## src/rtl/mux_rr_param_pkg.sv

```systemverilog
// Shared constants for the round-robin / fixed-select channel mux.
// The mode encodings here are used by the RTL and by the testbench.
package mux_rr_param_pkg;

    typedef enum logic {
        MODE_FIXED = 1'b0,
        MODE_RR    = 1'b1
    } mode_e;

    // Index width for n channels, never narrower than one bit.
    function automatic int sel_width(input int n);
        return (n <= 2) ? 1 : $clog2(n);
    endfunction

endpackage

```

## src/rtl/mux_rr_param_rr_arb.sv

```systemverilog
// Rotating-priority search: finds the first set request at or after ptr,
// wrapping modulo NUM_CH.
module rr_arb
    import mux_rr_param_pkg::*;
#(
    parameter  int NUM_CH = 4,
    localparam int SEL_W  = sel_width(NUM_CH)
) (
    input  logic [NUM_CH-1:0] req,
    input  logic [SEL_W-1:0]  ptr,
    output logic              gnt_valid,
    output logic [SEL_W-1:0]  idx
);

    // NOTE: every output gets a default before the loop, so no path leaves
    // them unassigned and no latch is inferred.
    always_comb begin
        gnt_valid = 1'b0;
        idx       = '0;
        // Scan farthest-first so the request closest to ptr is the last write.
        for (int k = NUM_CH - 1; k >= 0; k--) begin
            int j;
            j = int'(ptr) + k;
            if (j >= NUM_CH) j = j - NUM_CH;
            if (req[j]) begin
                gnt_valid = 1'b1;
                idx       = SEL_W'(j);
            end
        end
    end

endmodule

```

## src/rtl/mux_rr_param.sv

```systemverilog
// Channel mux with fixed or round-robin selection feeding a single registered
// output stage with valid/ready flow control.
module mux_rr_param
    import mux_rr_param_pkg::*;
#(
    parameter  int WIDTH  = 2,
    parameter  int NUM_CH = 4,
    localparam int SEL_W  = sel_width(NUM_CH)
) (
    input  logic                    clk,
    input  logic                    reset_L,
    input  logic                    mode,
    input  logic [SEL_W-1:0]        selector,
    input  logic [NUM_CH*WIDTH-1:0] data_in,
    input  logic [NUM_CH-1:0]       valid_in,
    input  logic                    ready_in,
    output logic [NUM_CH-1:0]       pop_out,
    output logic [WIDTH-1:0]        data_out,
    output logic                    valid_out,
    output logic [SEL_W-1:0]        sel_out
);

    logic                  load;
    logic                  grant;
    logic                  arb_valid;
    logic                  cand_valid;
    logic [SEL_W-1:0]      arb_idx;
    logic [SEL_W-1:0]      cand;
    logic [SEL_W-1:0]      ptr;
    logic [SEL_W-1:0]      ptr_next;
    logic [WIDTH-1:0]      data_next;
    logic [2**SEL_W-1:0]   valid_pad;

    rr_arb #(.NUM_CH(NUM_CH)) u_arb (
        .req       (valid_in),
        .ptr       (ptr),
        .gnt_valid (arb_valid),
        .idx       (arb_idx)
    );

    // Padding valid_in to the full selector range makes out-of-range
    // selector values read as "not valid", so they can never grant.
    always_comb begin
        valid_pad               = '0;
        valid_pad[NUM_CH-1:0]   = valid_in;
        if (mode == MODE_RR) begin
            cand       = arb_idx;
            cand_valid = arb_valid;
        end else begin
            cand       = selector;
            cand_valid = valid_pad[selector];
        end
    end

    assign load  = !valid_out || ready_in;
    assign grant = reset_L && load && cand_valid;

    always_comb begin
        pop_out   = '0;
        data_next = '0;
        for (int i = 0; i < NUM_CH; i++) begin
            if (grant && cand == SEL_W'(i)) begin
                pop_out[i] = 1'b1;
                data_next  = data_in[i*WIDTH +: WIDTH];
            end
        end
    end

    assign ptr_next = (cand == SEL_W'(NUM_CH - 1)) ? '0 : cand + SEL_W'(1);

    // NOTE: state registers use non-blocking assignments so every flop samples
    // pre-edge values regardless of statement order.
    always_ff @(posedge clk or negedge reset_L) begin
        if (!reset_L) begin
            data_out  <= '0;
            valid_out <= 1'b0;
            sel_out   <= '0;
            ptr       <= '0;
        end else begin
            if (load) begin
                valid_out <= grant;
                data_out  <= data_next;
                sel_out   <= grant ? cand : '0;
            end
            if (grant) ptr <= ptr_next;
        end
    end

endmodule
```

## config.mk

```make
export PLATFORM = sky130hd
export DESIGN_NAME = mux_rr_param
export DESIGN_NICKNAME = d
export VERILOG_FILES = /design/src/rtl/mux_rr_param_pkg.sv /design/src/rtl/mux_rr_param_rr_arb.sv /design/src/rtl/mux_rr_param.sv
export SDC_FILE = /design/constraint.sdc
export NUM_CORES = 1
export LEC_CHECK = 0
export ABC_AREA = 1
export BUFFER_PORTS_ARGS = -buffer_cell sky130_fd_sc_hd__buf_2
export CORE_MARGIN = 4
export CORE_UTILIZATION = 49
export DETAILED_ROUTE_END_ITERATION = 10
export GPL_ROUTABILITY_DRIVEN = 0
export PLACE_DENSITY = 0.77
export SLEW_MARGIN = 20
export SYNTH_ARGS = -nofsm -noshare
export SYNTH_HDL_FRONTEND = slang
export SYNTH_SLANG_ARGS = --single-unit
```

## constraint.sdc

```tcl
create_clock -name clk -period 2.55 [get_ports clk]
set_input_delay 0.255 -clock clk [delete_from_list [all_inputs] [get_ports clk]]
set_output_delay 0.255 -clock clk [all_outputs]
set_load 0.01 [all_outputs]
```

# Word level (Yosys, flattened, before mapping)
# Index checks and enable logic that the tools add are counted.
[totals]
register_bits = 7
out_inout_bits = 9
word_cells = 71
[classes]
addsub = 8
n_lt_le_gt_ge = 9
n_eq_ne = 3
n_mux = 38
reduce_logical = 9
[op_table]
columns = ["op", "n"]
rows = [
  ["32-bit by 4-bit less-than comparator with 1-bit output (second input constant)", 4],
  ["32-bit 2-to-1 mux", 4],
  ["32-bit by 4-bit >= comparator with 1-bit output (second input constant)", 3],
  ["32-bit by 4-bit subtractor with 32-bit output (second input constant)", 3],
  ["2-bit 2-to-1 mux", 11],
  ["1-bit 2-to-1 mux", 18],
  ["1-bit binary-select mux with 2-bit select", 5],
  ["2-bit by 2-bit adder with 3-bit output (second input constant)", 2],
  ["1-bit logical AND", 6],
  ["2-bit == test (second input constant)", 2],
  ["2-bit by 3-bit subtractor with 4-bit output (second input constant)", 1],
  ["2-bit by 1-bit adder with 3-bit output (second input constant)", 1],
  ["2-bit by 3-bit >= comparator with 1-bit output (second input constant)", 1],
  ["2-bit by 3-bit less-than comparator with 1-bit output (second input constant)", 1],
  ["2-bit by 1-bit adder with 2-bit output (second input constant)", 1],
  ["2-bit by 1-bit == test with 1-bit output (second input constant)", 1],
  ["2-bit zero test", 1],
  ["1-bit zero test", 1],
  ["1-bit logical OR", 1],
]

# Depth between registers and ports, before layout
[logic_depth]
ltp_word = 17
ltp_mapped = 20
depth_no_buf = 20

# Cells and area by module
# A second synthesis with hierarchy kept.
[unflattened]
cells_unflattened = 128
hier_area_um2 = 802.0
[modules_own_cells]
columns = ["mod", "n_inst", "cells_each", "area_per_inst_um2"]
rows = [
  ["mux_rr_param", 1, 82, 589.3],
  ["rr_arb", 1, 46, 212.7],
]

# Worst setup path before layout
# No wires, ideal clock.
[synth_path]
kind = "register to register"
start = "register ptr[0]"
end = "register data_out[0]"
setup_ns = 0.065
arrival_time_ns = 1.955
required_time_ns = 2.485
slack_ns = 0.530
path_stages_with_launch = 20
cell_sequence = "dfrtp_1 > buf_6 > nand2_1 > nand2_2 > nand2_1 > nand2_2 > nor2_2 > nor2_1 > nand3_1 > nand3_1 > o21ai_2 > inv_1 > ha_1 > nor2_1 > nand4_1 > nand2_1 > nand2_1 > nand2_1 > nand2_1 > nand2_1"
[synth_via]
elab_chain_len = 17
word_cells_on_any_way = 50
cone_classes = "7 x add/sub; 4 x order compare; 3 x eq/ne; 30 x mux; 6 x reduce/logical"
[synth_lines]
columns = ["item", "line", "text"]
rows = [
  ["from (decl)", "mux_rr_param.sv:29", "logic [SEL_W-1:0] ptr;"],
  ["from (signal assigned)", "mux_rr_param.sv:85", "if (grant) ptr <= ptr_next;"],
  ["2-bit by 2-bit adder with 3-bit output", "mux_rr_param_rr_arb.sv:23", "j = int'(ptr) + k;"],
  ["32-bit by 4-bit subtractor with 32-bit output / 32-bit by 4-bit >= comparator with 1-bit output (equally long branches)", "mux_rr_param_rr_arb.sv:24", "if (j >= NUM_CH) j = j - NUM_CH;"],
  ["32-bit 2-to-1 mux", "mux_rr_param_rr_arb.sv:24", ""],
  ["1-bit binary-select mux with 2-bit select", "mux_rr_param_rr_arb.sv:25", "if (req[j]) begin"],
  ["1-bit 2-to-1 mux (implied by the code) (2 in series)", "mux_rr_param_rr_arb.sv:25", ""],
  ["2-bit 2-to-1 mux / 1-bit 2-to-1 mux (equally long branches) (4 in series)", "mux_rr_param_rr_arb.sv:25", ""],
  ["2-bit 2-to-1 mux / 1-bit 2-to-1 mux (equally long branches)", "mux_rr_param.sv:46", "if (mode == MODE_RR) begin"],
  ["2-bit zero test / 1-bit logical AND (equally long branches)", "mux_rr_param.sv:62, mux_rr_param.sv:56", ""],
  ["1-bit logical AND", "mux_rr_param.sv:62", "if (grant && cand == SEL_W'(i)) begin"],
  ["2-bit 2-to-1 mux (3 in series)", "mux_rr_param.sv:62", ""],
  ["2-bit 2-to-1 mux *", "mux_rr_param.sv:62", ""],
  ["to (signal assigned)", "mux_rr_param.sv:82", "data_out <= data_next;"],
  ["to (decl)", "mux_rr_param.sv:18", "output logic [WIDTH-1:0] data_out,"],
]
# Mark *: on every way between the ends. The rest lies on a longest branch, timed or not. The select of a mux whose other input is x is not followed.
# A chain may end at the register's enable or synchronous reset.

# Worst setup path after layout
[layout_path]
start = "register ptr[0]"
end = "output port pop_out[0]"
[layout_via]
elab_chain_len = 14
word_cells_on_any_way = 41
cone_classes = "7 x add/sub; 4 x order compare; 27 x mux; 3 x reduce/logical"
[layout_lines]
columns = ["item", "line", "text"]
rows = [
  ["2-bit by 2-bit adder with 3-bit output", "mux_rr_param_rr_arb.sv:23", ""],
  ["32-bit by 4-bit subtractor with 32-bit output / 32-bit by 4-bit >= comparator with 1-bit output (equally long branches)", "mux_rr_param_rr_arb.sv:24", ""],
  ["32-bit 2-to-1 mux", "mux_rr_param_rr_arb.sv:24", ""],
  ["1-bit binary-select mux with 2-bit select", "mux_rr_param_rr_arb.sv:25", ""],
  ["1-bit 2-to-1 mux (implied by the code) (2 in series)", "mux_rr_param_rr_arb.sv:25", ""],
  ["2-bit 2-to-1 mux / 1-bit 2-to-1 mux (equally long branches) (4 in series)", "mux_rr_param_rr_arb.sv:25", ""],
  ["2-bit 2-to-1 mux / 1-bit 2-to-1 mux (equally long branches)", "mux_rr_param.sv:46", ""],
  ["2-bit zero test / 1-bit logical AND (equally long branches)", "mux_rr_param.sv:62, mux_rr_param.sv:56", ""],
  ["1-bit logical AND *", "mux_rr_param.sv:62", ""],
  ["1-bit 2-to-1 mux *", "mux_rr_param.sv:62", ""],
  ["to (decl)", "mux_rr_param.sv:17", "output logic [NUM_CH-1:0] pop_out,"],
]
# Marked as above.

==> results.cfg <==
[finish]
diodes = 0
syn_to_final_growth_pct = 29.4
fill_cells = 155
nNetsFinal = 180
drive_above_1_share_pct = 39.5
fin_area_sq_um = 1010
final_util_pct = 66.9

[timing]
max_freq_ghz = 0.415
worst_pin_slew_ps = 290
fin_crit_ps = 2410
setup_viol_count_final = 0
timing_hold_violations_final = 0
fin_worst_skew_ps = 4.67
timing_max_transition_violations_final = 0
tns_ps = 0
slew_headroom_pct = 80.5
fin_crit_sh_pct = 94.6

[floorplan]
die_w_um = 47.9
fp.dieArea_sq_um = 2290
start_util_pct = 51.7
io_pins = 27
row_count = 14
die_y_um = 47.9
core_sq_um = 1510

[worst_setup_path]
path_class = reg -> out
timing.rr.start = ptr[0]
end_kind = output pin
reg2reg_slack_ps = 330
crit_arrival_ps = 2160
worst_setup_path_start_kind = flip-flop
endpoint = pop_out[0]
cp_max_fo = 5
cp.required_ps = 2300
r2r_end = data_out[0]
r2r_cells = 16
cp-startpoint = ptr[0]

[route]
dr.pass1.iters = 4
drc = 0
dr_total_vias = 853
wire_per_inst_um = 10.8
final_antenna_net_count = 0
drt-total-wl_um = 1880
viasPerCell = 4.93
drt-initial-drc-count = 9

[logic_synthesis]
syn_area_sq_um = 779
postSynthCellCount = 123
synth_top_area_share_pct = 22.5
synth-seq-cells = 7
syn_avg_cell_area_sq_um = 6.34
synth_area_leaders = dfrtp_1 (22%), nand2_1 (20%), inv_1 (8.2%)
synth_area_leader_cell = dfrtp_1
synth_cell_types = 22
synthesis.nets = 145
ys_warn_count = 0
yosysSeqAreaShare_pct = 22.5

[min_path]
hp-class = in -> reg

[pwr]
swShare_pct = 50.4
pwr-share-seq_pct = 19.0
clockPowerShare_pct = 10.3
leakage_nw = 0.612
ir_drop_uv = 485
netSwitchingPower_uw = 499
internal-power_uw = 491
total_power_uw = 990
powerDensity_nw_per_um2 = 982
p_comb_share_pct = 70.8

[cts]
clk_path_buf_depth = 2
cts_buffers = 3
htree_levels = 1
cts_sinks = 7
cts.clk_slew.worst_paths_ps = 50
clock_latency_ps = 250
cts_root_buffer = clkbuf_4
cts_tree = yes

[global_route]
grt_usage_pct = 17.9
antenna_found_initial = 0
grt_overflow = 0
grt_pass1_vias = 773
grt_max_degree = 9
grt_pass1_wl_um = 2970

[flow_run]
cap_violations = 0

[place]
dpl.hpwl_um = 1520
placement.cell_area_sq_um = 926
port_buffers = 26

[run_status]
status = finished, final reports clean
## sequential cells by signal, summed over array words and instances, names as in the netlist
name       count
ptr            2
data_out       2
valid_out      1
sel_out        2
## through the flow
stage / hold WS [ps] / std cells / setup slack, ps
6_report: 224 / 173 / 137
5_1_grt: 264 / 173 / -15.7
4_1_cts: 213 / 170 / 14.9
3_5_place_dp: 106 / 165 / 200
3_3_place_gp: 94.6 / 165 / 234
2_1_floorplan: -40.6 / 123 / 530
## how the worst min path moves through the flow
stage / cells past startpoint / startpoint / to
after floorplan: 0 / reset_L / data_out[0]
after global placement: 1 / reset_L / sel_out[0]
after detailed placement: 1 / reset_L / sel_out[0]
after CTS: 3 / data_in[7] / data_out[1]
after global routing: 3 / data_in[7] / data_out[1]
final: 3 / data_in[7] / data_out[1]
## per-layer routing
layer | vias to the layer above | global-route usage [%] | routed length [um]
met2 | 19 | 34.6 | 1020
met5 | - | 0 | 0
met1 | 376 | 18.9 | 774
met4 | 0 | 5.38 | 8
met3 | 2 | 4.14 | 74
li1 | 456 | - | -
## logic make-up (layout without fill, tap and decap cells)
kind of cell	Yosys count	in the layout	share of synthesized area, %
simple gates	83	83	51.8
buf+inv	21	55	11.4
compound gates	8	8	7.87
flops	7	7	22.5
fa+ha+maj	4	4	6.42
## area by class of cell
class,instances,area (sq um),share of cell area [%]
sequential,7,176,17.5
tap,16,20.0,1.99
clock buffer,4,26.3,2.61
inverter,20,77.6,7.69
timing repair buffer,31,170,16.9
multi-input combinational,95,538,53.3
## cell usage after synthesis
cell and number:
nand2_1 42, inv_1 17, nand3_1 11, nand2_2 9, dfrtp_1 7, nand4_1 6, nor2_1 6, ha_1 4
nand2_4 3, o21ai_0 3, or2_1 3, o21ai_2 2, a21oi_4 1, buf_6 1, clkinv_1 1, inv_2 1
inv_4 1, nand3_2 1, nor2_2 1, o211ai_1 1, o21ai_1 1, or2_2 1
## power groups by stage
stage	Clock, mW	Sequential [mW]	Combinational, mW
floorplan	0	0.195	0.472
global placement	0	0.193	0.592
detailed placement	0	0.194	0.610
CTS	0.106	0.194	0.616
global route	0.110	0.191	0.785
finish	0.102	0.188	0.701
## timing repair
action	4_1_cts	5_1_grt
gates resized for setup	1	9
hold endpoints to repair	7	0
setup endpoints to repair	2	4
hold buffers	1	0
pin swaps	0	1
setup buffers	0	3
## cell usage in the layout (no fill, tap or decap)
cell type,instances
a21oi_4,1
buf_2,26
buf_4,4
clkbuf_1,1
clkbuf_4,3
clkinv_1,1
dfrtp_1,6
dfrtp_2,1
dlygate4sd3_1,1
ha_2,4
inv_1,15
inv_2,3
inv_4,1
nand2_1,42
nand2_2,9
nand2_4,3
nand3_1,10
nand3_2,2
nand4_1,6
nor2_1,6
nor2_4,1
o211ai_1,1
o21ai_0,3
o21ai_1,1
o21ai_2,2
or2_1,2
or2_2,1
or2_4,1
## worst max-delay path, stage by stage (launching register included)
cell,delay (ps)
dfrtp_2,420
buf_4,160
nand2_2,70
o21ai_2,70
or2_4,240
nand3_1,90
nand4_1,100
o21ai_1,180
inv_1,130
ha_2,220
inv_1,60
nor2_1,40
buf_2,130
Note: power is estimated with default switching activity, not from simulation.
